<file path="config.mk">
export PLATFORM = sky130hd
export DESIGN_NAME = tri_seq_monitor_flat
export DESIGN_NICKNAME = d
export VERILOG_FILES = /design/src/rtl/tri_seq_monitor_if.sv /design/src/rtl/tri_seq_monitor.sv /design/src/flat_wrapper.sv
export SDC_FILE = /design/constraint.sdc
export NUM_CORES = 1
export LEC_CHECK = 0
export BUFFER_PORTS_ARGS = -buffer_cell sky130_fd_sc_hd__buf_4
export CAP_MARGIN = 40
export CELL_PAD_IN_SITES_DETAIL_PLACEMENT = 1
export CELL_PAD_IN_SITES_GLOBAL_PLACEMENT = 2
export CORE_AREA = 2 2 60 62
export DETAILED_ROUTE_END_ITERATION = 8
export DIE_AREA = 0 0 62 64
export HOLD_SLACK_MARGIN = 0.02
export PLACE_DENSITY = 0.74
export SLEW_MARGIN = 10
export SYNTH_ARGS = -nofsm -noshare
export SYNTH_HDL_FRONTEND = slang
export SYNTH_SLANG_ARGS = --single-unit
</file>
<file path="constraint.sdc">
create_clock -name clk -period 3 [get_ports clk]
set_clock_uncertainty 0.2 [all_clocks]
set_input_delay 0.15 -clock clk [delete_from_list [all_inputs] [get_ports clk]]
set_output_delay 0.15 -clock clk [all_outputs]
set_load 0.02 [all_outputs]
</file>
<file path="src/rtl/tri_seq_monitor_if.sv">
// rtl/tri_seq_monitor_if.sv - counter-under-test bus and monitor result signals
// err_cnt exists only when TRI_SEQ_MONITOR_ERR_CNT_EN is defined.
interface tri_seq_monitor_if #(
   parameter int W  = 3,
   parameter int PW = 8
);
   logic [W-1:0]  cnt_in;
   logic          cnt_vld;
   logic          dir;
   logic          locked;
   logic          at_top;
   logic          at_bot;
   logic          err;
   logic          err_sticky;
   logic [PW-1:0] period_cnt;
`ifdef TRI_SEQ_MONITOR_ERR_CNT_EN
   logic [7:0]    err_cnt;
`endif

   modport master (
      output cnt_in, cnt_vld,
      input  dir, locked, at_top, at_bot, err, err_sticky, period_cnt
`ifdef TRI_SEQ_MONITOR_ERR_CNT_EN
      , input err_cnt
`endif
   );

   modport slave (
      input  cnt_in, cnt_vld,
      output dir, locked, at_top, at_bot, err, err_sticky, period_cnt
`ifdef TRI_SEQ_MONITOR_ERR_CNT_EN
      , output err_cnt
`endif
   );
endinterface

</file>
<file path="src/rtl/tri_seq_monitor.sv">
// rtl/tri_seq_monitor.sv - checker for a bouncing MIN..MAX..MIN up/down counter
// Optional saturating error counter: TRI_SEQ_MONITOR_ERR_CNT_EN.
module tri_seq_monitor #(
   parameter int W   = 3,
   parameter int MIN = 0,
   parameter int MAX = 5,
   parameter int PW  = 8
) (
   input logic              clk,
   input logic              rst,
   tri_seq_monitor_if.slave io_bus
);
   localparam logic [W:0] L_MIN = (W+1)'(MIN);
   localparam logic [W:0] L_MAX = (W+1)'(MAX);

   typedef enum logic [1:0] {S_IDLE, S_ACQ, S_UP, S_DOWN} state_t;

   state_t        r_state, w_state_nxt;
   logic [W-1:0]  r_prev, w_prev_nxt;
   logic          r_at_top, w_top_nxt;
   logic          r_at_bot, w_bot_nxt;
   logic          r_err, w_err_nxt;
   logic          r_err_sticky;
   logic [PW-1:0] r_period, w_period_nxt;

   // One extra bit keeps prev-1 at zero from aliasing onto a legal value.
   logic [W:0]    w_s, w_inc, w_dec;
   logic          w_in_rng, w_up_ok, w_dn_ok, w_is_max, w_is_min;

   assign w_s      = {1'b0, io_bus.cnt_in};
   assign w_inc    = {1'b0, r_prev} + (W+1)'(1);
   assign w_dec    = {1'b0, r_prev} - (W+1)'(1);
   assign w_in_rng = (w_s >= L_MIN) && (w_s <= L_MAX);
   assign w_up_ok  = (w_s == w_inc) && (w_s <= L_MAX);
   assign w_dn_ok  = (w_s == w_dec) && (w_s >= L_MIN);
   assign w_is_max = (w_s == L_MAX);
   assign w_is_min = (w_s == L_MIN);

   always_comb begin
      w_state_nxt  = r_state;
      w_prev_nxt   = r_prev;
      w_top_nxt    = 1'b0;
      w_bot_nxt    = 1'b0;
      w_err_nxt    = 1'b0;
      w_period_nxt = r_period;
      if (io_bus.cnt_vld) begin
         w_prev_nxt = io_bus.cnt_in;
         unique case (r_state)
            S_IDLE: w_state_nxt = S_ACQ;
            S_ACQ: begin
               if (w_up_ok || w_dn_ok) begin
                  w_top_nxt = w_is_max;
                  w_bot_nxt = w_is_min;
                  if (w_up_ok) w_state_nxt = w_is_max ? S_DOWN : S_UP;
                  else         w_state_nxt = w_is_min ? S_UP : S_DOWN;
               end
            end
            S_UP: begin
               if ((w_s == w_inc) && w_in_rng) begin
                  if (w_is_max) begin
                     w_state_nxt = S_DOWN;
                     w_top_nxt   = 1'b1;
                  end
               end else begin
                  w_err_nxt   = 1'b1;
                  w_state_nxt = S_ACQ;
               end
            end
            S_DOWN: begin
               if ((w_s == w_dec) && w_in_rng) begin
                  if (w_is_min) begin
                     w_state_nxt  = S_UP;
                     w_bot_nxt    = 1'b1;
                     w_period_nxt = r_period + PW'(1);
                  end
               end else begin
                  w_err_nxt   = 1'b1;
                  w_state_nxt = S_ACQ;
               end
            end
            default: w_state_nxt = S_IDLE;
         endcase
      end
   end

   always_ff @(posedge clk) begin
      if (rst) begin
         r_state      <= S_IDLE;
         r_prev       <= '0;
         r_at_top     <= 1'b0;
         r_at_bot     <= 1'b0;
         r_err        <= 1'b0;
         r_err_sticky <= 1'b0;
         r_period     <= '0;
      end else begin
         r_state      <= w_state_nxt;
         r_prev       <= w_prev_nxt;
         r_at_top     <= w_top_nxt;
         r_at_bot     <= w_bot_nxt;
         r_err        <= w_err_nxt;
         r_err_sticky <= r_err_sticky | w_err_nxt;
         r_period     <= w_period_nxt;
      end
   end

`ifdef TRI_SEQ_MONITOR_ERR_CNT_EN
   logic [7:0] r_err_cnt;
   always_ff @(posedge clk) begin
      if (rst)                                r_err_cnt <= 8'd0;
      else if (w_err_nxt && r_err_cnt != 8'hFF) r_err_cnt <= r_err_cnt + 8'd1;
   end
   assign io_bus.err_cnt = r_err_cnt;
`endif

   assign io_bus.dir        = (r_state == S_DOWN);
   assign io_bus.locked     = (r_state == S_UP) || (r_state == S_DOWN);
   assign io_bus.at_top     = r_at_top;
   assign io_bus.at_bot     = r_at_bot;
   assign io_bus.err        = r_err;
   assign io_bus.err_sticky = r_err_sticky;
   assign io_bus.period_cnt = r_period;
endmodule

</file>
<file path="src/flat_wrapper.sv">
// flat-port wrapper written by rule: the top's interface ports become plain ports
module tri_seq_monitor_flat 
#(
   parameter int W   = 3,
   parameter int MIN = 0,
   parameter int MAX = 5,
   parameter int PW  = 8
)
  (clk, rst, io_bus_cnt_in, io_bus_cnt_vld, io_bus_dir, io_bus_locked, io_bus_at_top, io_bus_at_bot, io_bus_err, io_bus_err_sticky, io_bus_period_cnt);
  tri_seq_monitor_if #(.W(W), .PW(PW)) io_bus_i ();
  input logic clk;
  input logic rst;
  input wire logic [$bits(io_bus_i.cnt_in)-1:0] io_bus_cnt_in;
  input wire logic [$bits(io_bus_i.cnt_vld)-1:0] io_bus_cnt_vld;
  output wire logic [$bits(io_bus_i.dir)-1:0] io_bus_dir;
  output wire logic [$bits(io_bus_i.locked)-1:0] io_bus_locked;
  output wire logic [$bits(io_bus_i.at_top)-1:0] io_bus_at_top;
  output wire logic [$bits(io_bus_i.at_bot)-1:0] io_bus_at_bot;
  output wire logic [$bits(io_bus_i.err)-1:0] io_bus_err;
  output wire logic [$bits(io_bus_i.err_sticky)-1:0] io_bus_err_sticky;
  output wire logic [$bits(io_bus_i.period_cnt)-1:0] io_bus_period_cnt;
  assign io_bus_i.cnt_in = io_bus_cnt_in;
  assign io_bus_i.cnt_vld = io_bus_cnt_vld;
  assign io_bus_dir = io_bus_i.dir;
  assign io_bus_locked = io_bus_i.locked;
  assign io_bus_at_top = io_bus_i.at_top;
  assign io_bus_at_bot = io_bus_i.at_bot;
  assign io_bus_err = io_bus_i.err;
  assign io_bus_err_sticky = io_bus_i.err_sticky;
  assign io_bus_period_cnt = io_bus_i.period_cnt;
  tri_seq_monitor #(.W(W), .MIN(MIN), .MAX(MAX), .PW(PW)) u_core (.clk(clk), .rst(rst), .io_bus(io_bus_i));
endmodule
</file>
==> flow_metrics.tcl <==
set metrics [dict create \
    max-clock-path-buffers 2 \
    drc_errors 0 \
    place_congestion 0.768 \
    syn_area_per_cell_um2 8.77 \
    syn-cell-area_um2 1020 \
    antenna_cells 0 \
    drtIter0Drc 32 \
    track_usage_pct 14.1 \
    wirelength_um 2550 \
    stdcell_count 191 \
    ys_async_sr_fraction_pct 0 \
    area_growth_pct 29.6 \
    worstReg2RegStart "u_core.r_prev[0]$_SDFFE_PP0P_" \
    core_area_um2 3280 \
    synth_top_area_cell "dfxtp_1" \
    wl_met1_um 1170 \
    synth_cells 116 \
    r2r_slack_ns 0.22 \
    avgViaCountPerCell 4.81 \
    clk_pin_slew_worst_paths_ns 0.11 \
    die_y_um 64 \
    grt_pass1_wl_um 4180 \
    crit_fanout 7 \
    p_total_uw 474 \
    yosys-top-cells-count "dfxtp_1 (17), nor2_1 (16), nand2_1 (9)" \
    critPathTopFamily "buffers and inverters" \
    crit_path_end_kind "register" \
    rsz0062_at_grt "no" \
    rows 21 \
    synth_cell_types 39 \
    reg2regPathDepth 7 \
    post_cts_buffers 0 \
    drv_cap 0 \
    ir_drop_mv 0.122 \
    tritoncts "done" \
    path_depth 7 \
    synth_edf_count 0 \
    crit_path_start "u_core.r_prev[0]$_SDFFE_PP0P_" \
    synth_flop_cell "dfxtp_1" \
    first_global_vias 921 \
    synth_seq_cells 17 \
    ant_nets 0 \
    hold_path_class "register to register" \
    initial_core_util_pct 31.0 \
    met3_wirelength_um 66 \
    crit_buf_inv 2 \
    cp_cell_sequence "inv_1, ha_1, xor2_1, or3_1, a21bo_2, a2111oi_1, dlygate4sd3_1" \
    outcome "finished clean" \
    htreeDepth 1 \
    root_buffer "clkbuf_4" \
    min_period_ns 2.78 \
    drive_gt1_share_pct 22.1 \
    die_w_um 62 \
    syn_nets 129 \
    critPathKind "register to register" \
    reg2reg_to "u_core.io_bus.at_top$_SDFF_PP0_" \
    routedWlPerCell_um 13.4 \
    seq_area_frac_synth_pct 33.5 \
    cp.arrival_ns 2.83 \
    yosysWarnings 0 \
    drv_slew 0 \
    setup_viol_count_final 0 \
    numCtsBuffers 3 \
    hold_viol_final 0 \
    critPathMaxStageDelay_ns 0.60 \
    antenna_found_initial 0 \
    grt_max_degree 15 \
    portBuffers 19 \
    dieArea_um2 3970 \
    tns_ns 0 \
    final_nets 159 \
    power.leakage_uw 0.000575 \
    dp.cells 179 \
    p_per_area_nw_per_um2 360 \
    drt-pass1-iter-count 4 \
    highest_layer "met4" \
    ios 20 \
    dp_hpwl_um 1930 \
    clock_latency_ns 0.29 \
    synth_top_cells_by_area "dfxtp_1 (33%), ha_1 (8.6%), xor2_1 (6.9%)" \
    wl_met2_um 1280 \
    fmax_ghz 0.359 \
    yosys.cell_count.top_type "dfxtp_1" \
    tightest_slew_ns 0.515 \
    crit_path_end "u_core.io_bus.at_top$_SDFF_PP0_" \
    grt_overflow 0 \
    crit_slowest_cell "dlygate4sd3_1" \
    synth.top_cell.area_share_pct 33.5 \
    period_share_pct 92.8 \
    cts_num_sinks 17 \
    via_count 919 \
    slew_headroom_pct 65.4 \
    crit_required_ns 3.04 \
    start_kind "register" \
]
[routing by layer]
layer / GRT usage [%] / vias to the layer above
met5: 0 / -
met4: 6.38 / 0
met3: 2.02 / 4
met2: 22.9 / 17
met1: 17.7 / 436
li1: - / 462
[per-stage QoR]
step	setup slack, ns	instance area (µm²)	hold slack [ns]	utilization, %
after floorplan	0.626	1020	0.0191	-
after global placement	0.541	1210	0.239	36.8
after detailed placement	0.387	1210	0.237	36.8
after CTS	0.0821	1320	0.292	40.1
after global routing	0.0490	1320	0.295	40.2
final	0.217	1320	0.284	40.2
[cell families after synthesis]
| family | count (synthesis) | share of synthesized area [%] |
|---|---|---|
| flip-flops | 17 | 33.5 |
| adder cells (fa/ha/maj) | 7 | 8.61 |
| XOR/XNOR | 10 | 8.61 |
| AO/OA/AOI/OAI | 20 | 14.1 |
| buffers and inverters | 8 | 2.95 |
| AND/OR/NAND/NOR | 49 | 26.9 |
| multiplexers | 5 | 5.29 |
[cells in the final DEF, fill, tap and decap left out, types with 4 or more instances in the layout]
cell type / Yosys / layout
a21oi_1: 4 / 4
buf_4: 0 / 19
dfxtp_1: 17 / 16
dlygate4sd3_1: 0 / 8
ha_1: 7 / 7
inv_1: 6 / 6
mux2i_1: 4 / 4
nand2_1: 9 / 9
nor2_1: 16 / 16
or3_1: 4 / 4
xor2_1: 8 / 8
[worst reg2reg max path: cells and delay by family (launching register included)]
family,cells,cell delay [ns]
xor+xnor,1,0.18
compound gates,2,0.57
fa+ha+maj,1,0.32
flops,1,0.41
simple gates,1,0.38
buf+inv,2,0.68
[flip-flops by register name (all words and copies together), names as in the netlist]
| register | flops |
|---|---|
| u_core.r_prev | 3 |
| u_core.io_bus.err_sticky | 1 |
| u_core.io_bus.at_bot | 1 |
| u_core.r_state | 2 |
| u_core.io_bus.period_cnt | 8 |
| u_core.io_bus.at_top | 1 |
| u_core.io_bus.err | 1 |
[how the worst min path moves through the flow]
stage,from,cells after the start,end,slack (ns)
floorplan,rst,1,u_core.io_bus.period_cnt[7]$_SDFFE_PP0P_,0.02
global placement,io_bus_cnt_in[1],3,u_core.r_prev[1]$_SDFFE_PP0P_,0.24
detailed placement,io_bus_cnt_in[1],3,u_core.r_prev[1]$_SDFFE_PP0P_,0.24
CTS,u_core.io_bus.err_sticky$_SDFF_PP0_,1,u_core.io_bus.err_sticky$_SDFF_PP0_,0.29
global route,u_core.io_bus.err_sticky$_SDFF_PP0_,1,u_core.io_bus.err_sticky$_SDFF_PP0_,0.29
finish,u_core.io_bus.err_sticky$_SDFF_PP0_,1,u_core.io_bus.err_sticky$_SDFF_PP0_,0.28
[final cells by class]
type | count | area [µm²]
clock buffers | 4 | 26.3
repair buffers | 27 | 223
multi-input cells | 91 | 648
well taps | 46 | 57.6
fillers | 397 | 1970
flip-flops and latches | 17 | 342
inverters | 6 | 22.5
[timing repair]
action,in CTS,in global routing
gates resized for setup,0,2
setup endpoints to repair,0,1
hold buffers,8,0
hold endpoints to repair,15,0
[report_power, final]
| part | switching (µW) | internal (µW) |
|---|---|---|
| Sequential | 9.25 | 233 |
| Combinational | 56.7 | 48.7 |
| Clock | 75.5 | 51.7 |
| Total | 142 | 333 |
No activity file was read; power rests on OpenSTA's default activity.
